**config.mk**
```make
export PLATFORM = sky130hd
export DESIGN_NAME = vga_sync_receiver
export DESIGN_NICKNAME = d
export VERILOG_FILES = /design/src/rtl/vga_sync_receiver.sv
export SDC_FILE = /design/constraint.sdc
export NUM_CORES = 1
export LEC_CHECK = 0
export CAP_MARGIN = 25
export CORE_MARGIN = 1.5
export CORE_UTILIZATION = 36
export CTS_BUF_LIST = sky130_fd_sc_hd__clkbuf_4
export DETAILED_ROUTE_END_ITERATION = 10
export PLACE_DENSITY = 0.53
export SLEW_MARGIN = 20
export SYNTH_ARGS = -nofsm -noshare
export SYNTH_HDL_FRONTEND = slang
export SYNTH_SLANG_ARGS = --single-unit
export TNS_END_PERCENT = 5
```
**constraint.sdc**
```tcl
create_clock -name clk -period 4.6 [get_ports clk]
set_clock_uncertainty 0.15 [all_clocks]
set_input_delay 1.15 -clock clk [delete_from_list [all_inputs] [get_ports clk]]
set_output_delay 1.15 -clock clk [all_outputs]
set_load 0.03 [all_outputs]
```
**src/rtl/vga_sync_receiver.sv**
```systemverilog
// VGA receive front end: locks to incoming h/v sync timing, recovers DE and
// pixel coordinates, re-emits captured RGB and counts lock losses.
module vga_sync_receiver #(
    parameter int   H_VISIBLE  = 640,
    parameter int   H_FP       = 16,
    parameter int   H_SYNC     = 96,
    parameter int   H_BP       = 48,
    parameter int   V_VISIBLE  = 480,
    parameter int   V_FP       = 10,
    parameter int   V_SYNC     = 2,
    parameter int   V_BP       = 33,
    parameter logic SYNC_POL   = 1'b0,
    parameter int   LOCK_LINES = 4
) (
    input  logic        clk,
    input  logic        reset,
    input  logic        pix_en,
    input  logic        h_sync,
    input  logic        v_sync,
    input  logic [3:0]  r_port,
    input  logic [3:0]  g_port,
    input  logic [3:0]  b_port,
    output logic        de,
    output logic [9:0]  x_pixel,
    output logic [9:0]  y_pixel,
    output logic [11:0] rgb_out,
    output logic        frame_start,
    output logic        locked,
    output logic        sync_err,
    output logic [7:0]  err_count
);

    localparam int H_TOTAL = H_VISIBLE + H_FP + H_SYNC + H_BP;
    localparam int V_TOTAL = V_VISIBLE + V_FP + V_SYNC + V_BP;
    localparam int HW = $clog2(2 * H_TOTAL);
    localparam int VW = $clog2(V_TOTAL + 1);
    localparam int LW = $clog2(LOCK_LINES + 1);

    localparam logic [HW-1:0] H_MAX = HW'(2 * H_TOTAL - 1);
    localparam logic [HW-1:0] H_LEN = HW'(H_TOTAL);
    localparam logic [HW-1:0] H_LO  = HW'(H_SYNC + H_BP);
    localparam logic [HW-1:0] H_HI  = HW'(H_SYNC + H_BP + H_VISIBLE);
    localparam logic [VW-1:0] V_LEN = VW'(V_TOTAL);
    localparam logic [VW-1:0] V_LO  = VW'(V_SYNC + V_BP);
    localparam logic [VW-1:0] V_HI  = VW'(V_SYNC + V_BP + V_VISIBLE);
    localparam logic [LW-1:0] LOCK_C = LW'(LOCK_LINES - 1);

    typedef enum logic [1:0] {
        UNLOCKED,
        H_LOCKED,
        V_MEASURE,
        LOCKED
    } state_t;

    state_t state, state_nxt;

    logic          hs_s, hs_p, vs_s, vs_p;
    logic [11:0]   rgb_s;
    logic [HW-1:0] h_cnt, h_nxt, x_full;
    logic [VW-1:0] v_cnt, v_nxt, y_full;
    logic [LW-1:0] good_cnt;
    logic          h_seen;
    logic          hs_edge, vs_edge, h_timeout;
    logic          line_ok, line_bad, frame_ok;
    logic          drop, lost, vis;

    // Counters describe the sample held in the stage-1 registers.
    always_comb begin
        hs_edge = hs_s & ~hs_p;
        vs_edge = vs_s & ~vs_p;
        if (hs_edge)
            h_nxt = '0;
        else if (h_cnt == H_MAX)
            h_nxt = H_MAX;
        else
            h_nxt = h_cnt + 1'b1;
        if (vs_edge)
            v_nxt = '0;
        else if (hs_edge && v_cnt != '1)
            v_nxt = v_cnt + 1'b1;
        else
            v_nxt = v_cnt;
        h_timeout = (h_nxt == H_MAX);
        line_ok   = hs_edge & h_seen & (h_cnt + 1'b1 == H_LEN);
        line_bad  = hs_edge & h_seen & (h_cnt + 1'b1 != H_LEN);
        frame_ok  = vs_edge & (v_cnt == V_LEN);
    end

    always_ff @(posedge clk) begin
        if (!reset)
            state <= UNLOCKED;
        else
            state <= state_nxt;
    end

    always_comb begin
        state_nxt = state;
        if (pix_en) begin
            unique case (state)
                UNLOCKED:
                    if (line_ok && good_cnt == LOCK_C)
                        state_nxt = H_LOCKED;
                H_LOCKED:
                    if (line_bad)
                        state_nxt = UNLOCKED;
                    else if (vs_edge)
                        state_nxt = V_MEASURE;
                V_MEASURE:
                    if (line_bad)
                        state_nxt = UNLOCKED;
                    else if (vs_edge)
                        state_nxt = frame_ok ? LOCKED : UNLOCKED;
                LOCKED:
                    if (line_bad || (vs_edge && !frame_ok))
                        state_nxt = UNLOCKED;
            endcase
            if (h_timeout)
                state_nxt = UNLOCKED;
        end
    end

    always_comb begin
        drop   = pix_en & (state != UNLOCKED) & (state_nxt == UNLOCKED);
        lost   = drop & (state == LOCKED);
        x_full = h_nxt - H_LO;
        y_full = v_nxt - V_LO;
        vis    = (state_nxt == LOCKED)
               & (h_nxt >= H_LO) & (h_nxt < H_HI)
               & (v_nxt >= V_LO) & (v_nxt < V_HI);
    end

    assign locked = (state == LOCKED);

    always_ff @(posedge clk) begin
        if (!reset) begin
            hs_s        <= 1'b0;
            hs_p        <= 1'b0;
            vs_s        <= 1'b0;
            vs_p        <= 1'b0;
            rgb_s       <= '0;
            h_cnt       <= '0;
            v_cnt       <= '0;
            h_seen      <= 1'b0;
            good_cnt    <= '0;
            de          <= 1'b0;
            x_pixel     <= '0;
            y_pixel     <= '0;
            rgb_out     <= '0;
            frame_start <= 1'b0;
            sync_err    <= 1'b0;
            err_count   <= '0;
        end else begin
            frame_start <= 1'b0;
            sync_err    <= 1'b0;
            if (pix_en) begin
                hs_s   <= (h_sync == SYNC_POL);
                hs_p   <= hs_s;
                vs_s   <= (v_sync == SYNC_POL);
                vs_p   <= vs_s;
                rgb_s  <= {r_port, g_port, b_port};
                h_cnt  <= h_nxt;
                v_cnt  <= v_nxt;
                // The first line period after losing lock is never trusted.
                h_seen <= ~drop & (h_seen | hs_edge);
                if (state_nxt != UNLOCKED || drop || line_bad || h_timeout)
                    good_cnt <= '0;
                else if (line_ok)
                    good_cnt <= good_cnt + 1'b1;
                de          <= vis;
                x_pixel     <= vis ? 10'(x_full) : '0;
                y_pixel     <= vis ? 10'(y_full) : '0;
                rgb_out     <= vis ? rgb_s : '0;
                frame_start <= vis && x_full == '0 && y_full == '0;
                if (lost) begin
                    sync_err <= 1'b1;
                    if (err_count != 8'hFF)
                        err_count <= err_count + 1'b1;
                end
            end
        end
    end

endmodule

```
==> results of run 1 <==
-- sequential cells by signal, summed over array words and instances (netlist names), 2 cells and up --
name	count
state	2
v_cnt	10
y_pixel	10
h_cnt	11
rgb_out	12
err_count	8
good_cnt	3
rgb_s	12
x_pixel	10
-- cell type report --
class,count,area (um^2),share of cell area
clock buffer,9,67.6,0.0120
tap,172,215,0.0382
antenna,1,2.50,0.000445
multi-input combinational,417,2800,0.497
sequential,86,1720,0.306
inverter,14,52.6,0.00934
clock inverter,7,90.1,0.0160
timing repair buffer,71,678,0.121
-- cell families (layout without fill, tap and decap cells) --
| group | count (synthesis) | after routing | synth area share |
|---|---|---|---|
| adder cells (fa/ha/maj) | 13 | 13 | 0.0343 |
| buffers and inverters | 54 | 101 | 0.0477 |
| XOR/XNOR | 17 | 17 | 0.0314 |
| AO/OA/AOI/OAI | 141 | 141 | 0.208 |
| other | 0 | 1 | 0 |
| flip-flops | 86 | 86 | 0.363 |
| multiplexers | 35 | 35 | 0.0741 |
| AND/OR/NAND/NOR | 211 | 211 | 0.242 |
-- report_power, final --
part / internal [mW] / switching, mW
Clock: 0.179 / 0.293
Sequential: 0.756 / 0.00910
Combinational: 0.0414 / 0.0600
Total: 0.976 / 0.362
-- Yosys cell counts (5+ instances only) --
cell type | instances | area, um^2
dfxtp_1 | 86 | 1720
nor2_1 | 54 | 203
nand2_1 | 38 | 143
mux2i_1 | 34 | 340
o21ai_0 | 31 | 155
clkbuf_1 | 28 | 105
a21oi_1 | 26 | 130
nand3_1 | 21 | 105
a22o_1 | 18 | 158
inv_1 | 14 | 52.6
nor3_1 | 14 | 70.1
ha_1 | 13 | 163
o31ai_1 | 11 | 82.6
or4_1 | 10 | 75.1
xnor2_1 | 9 | 78.8
a31oi_1 | 8 | 50.1
and2_1 | 8 | 50.1
and3_1 | 8 | 50.1
nor4_1 | 8 | 50.1
xor2_1 | 8 | 70.1
nand4_1 | 7 | 43.8
or3_1 | 7 | 43.8
a211oi_1 | 6 | 45.0
buf_2 | 6 | 30.0
o211ai_1 | 5 | 37.5
-- final timing paths --
check                              from                        to  slack, ns  depth (start not counted)
hold / removal          de$_SDFFE_PN0P_           de$_SDFFE_PN0P_       0.31                          2
hold reg to reg         de$_SDFFE_PN0P_           de$_SDFFE_PN0P_       0.31                          2
setup reg to reg  h_cnt[1]$_SDFFE_PN0P_  rgb_out[11]$_SDFFE_PN0P_       0.46                          8
setup / recovery  h_cnt[1]$_SDFFE_PN0P_  rgb_out[11]$_SDFFE_PN0P_       0.46                          8
-- cells in the final DEF (no fill, tap or decap), drive strengths merged, types with 10 or more instances in the layout --
cell type	Yosys	layout
nor4	11	11
nor3	14	14
dfxtp	86	86
a21oi	27	27
a22o	18	18
nand2	38	38
or4	10	10
clkdlybuf4s50	0	59
nand3	22	22
o31ai	11	11
nor2	54	54
mux2i	34	34
buf	11	12
ha	13	13
o21ai	32	32
inv	14	18
-- per-stage QoR --
step | instance area [um^2] | setup WS, ns | total power, mW
2_1_floorplan | 4740 | 1.25 | 0.843
3_3_place_gp | 5460 | 0.617 | 0.882
3_5_place_dp | 5460 | 0.552 | 0.883
4_1_cts | 5620 | 0.509 | 1.36
5_1_grt | 5630 | 0.140 | 1.40
6_report | 5630 | 0.462 | 1.34
-- metal layers --
metal / up-vias / part of all wire
met1: 2016 / 0.49
met3: 22 / 0.043
met4: 0 / 0.027
met5: - / 0
li1: 2152 / -
met2: 111 / 0.44
-- worst max-delay path, stage by stage, from the launching register on --
cell	delay, ns
dfxtp_1	0.63
ha_1	0.57
nand2_1	0.19
or4_1	0.51
o211ai_2	0.10
or4b_4	0.53
a211oi_2	0.31
and4_1	0.83
a22o_1	0.23
==> flow_summary.toml, run 1 <==
[cts]
root_buffer = "clkbuf_4"
cts-htree-levels = 3
insertion_delay_ns = 0.47
cts_made_buffers = 9
clock_sink_count = 86
cts_tree = "done"
cts_hold_buf = 0
cts.reportedPaths.clkPinSlew_ns = 0.16
postCtsSetupBuffers = 0
cts.repair.resized = 0
cts_max_path_buffers = 2

[synth]
synth_async_sr_flop_share = 0
synth.avg_cell_area_um2 = 8.52
ys_warn_count = 0
yosys_register_bits = 86
synth-seq-area-share = 0.363
synth_ff_type = "dfxtp_1"
mappedNetlistNets = 587
synthDistinctLibCells = 69
netlist_instances = 557
synth.cell_area_mm2 = 0.00474
synth-edff-count = 0

[cells_and_area]
nNetsFinal = 629
finalNonFillerCells = 777
area_growth_pct = 18.6
drive_gt1_frac = 0.0778
layout.core_utilization = 0.442
final.fill_count = 1312

[power_and_ir_drop]
vdd.ir_drop.worst_v = 0.000173
leakagePower_nw = 2.08
pwr_dens_mw_per_mm2 = 238

[timing]
worst_slew_margin_rel = 0.405
timing_worst_slew_pin_value_ns = 0.892
min_period_over_period = 0.900
setup_viol = 0
crit_path_time_final_ns = 4.14
rsz0062_at_grt = "false"
timing_hold_violations_final = 0
fmax_mhz = 242
fin_worst_hold_slack_ns = 0.314
totalNegativeSetupSlack_ns = 0
slew_viol_final = 0

[floorplan]
fp-row-count = 41
coreArea_mm2 = 0.0127
die_h_um = 118
floorplan.initialDensity = 0.373
floorplan.io_pins = 61
total_die_area_mm2 = 0.0139
die-width_um = 118

[grt]
grt_pass1_wl_mm = 20.7
globalRouteMet1Util = 0.241
grt_remaining_overflow = 0
grt_antenna_before_repair = 1
grt_max_degree = 48
grt-busiest-layer = "met2"
global_route.usage.met2 = 0.289
grtUsageMet3 = 0.0465
first_global_vias = 4117
grt_util_all_layers = 0.184

[job]
max_cap_viol_count = 0

[worst_setup_path]
timing.critical_path.required_ns = 4.86
worst_ep_arrival_time_ns = 4.40
worstSetupEndpointType = "flop"
startpoint_kind_of_the_worst_setup_timing_path = "flop"
critical_path.max_fanout = 18
startpoint_to_endpoint_class_of_the_critical_path = "flop to flop"

[drt]
drc = 0
dr.pass1.iters = 4
totalWireLength_mm = 12.5
vias_per_cell = 5.54
antenna_left = 0
routed-via-count = 4301
drt_first_iter_violations = 212
wl_per_cell_um = 16.0

[placement]
port_buffers = 60
gpl.final_weighted_congestion = 0.910
placed_cells = 759
hpwlAfterDp_mm = 8.82

[min_path]
hold_class = "flop to flop"

[status]
outcome = "finished clean"
(Power assumes the default switching activity.)
==> inputs of run 2 (changes only) <==
TNS_END_PERCENT = 20   (was 5)
==> results of run 2 <==
Final layout, timing and power as in run 1 (identical DEF).
==> inputs of run 3 (changes only) <==
CTS_CLUSTER_DIAMETER = 40   (was not set)
==> results of run 3 <==
Final layout, timing and power as in run 1 (identical DEF).
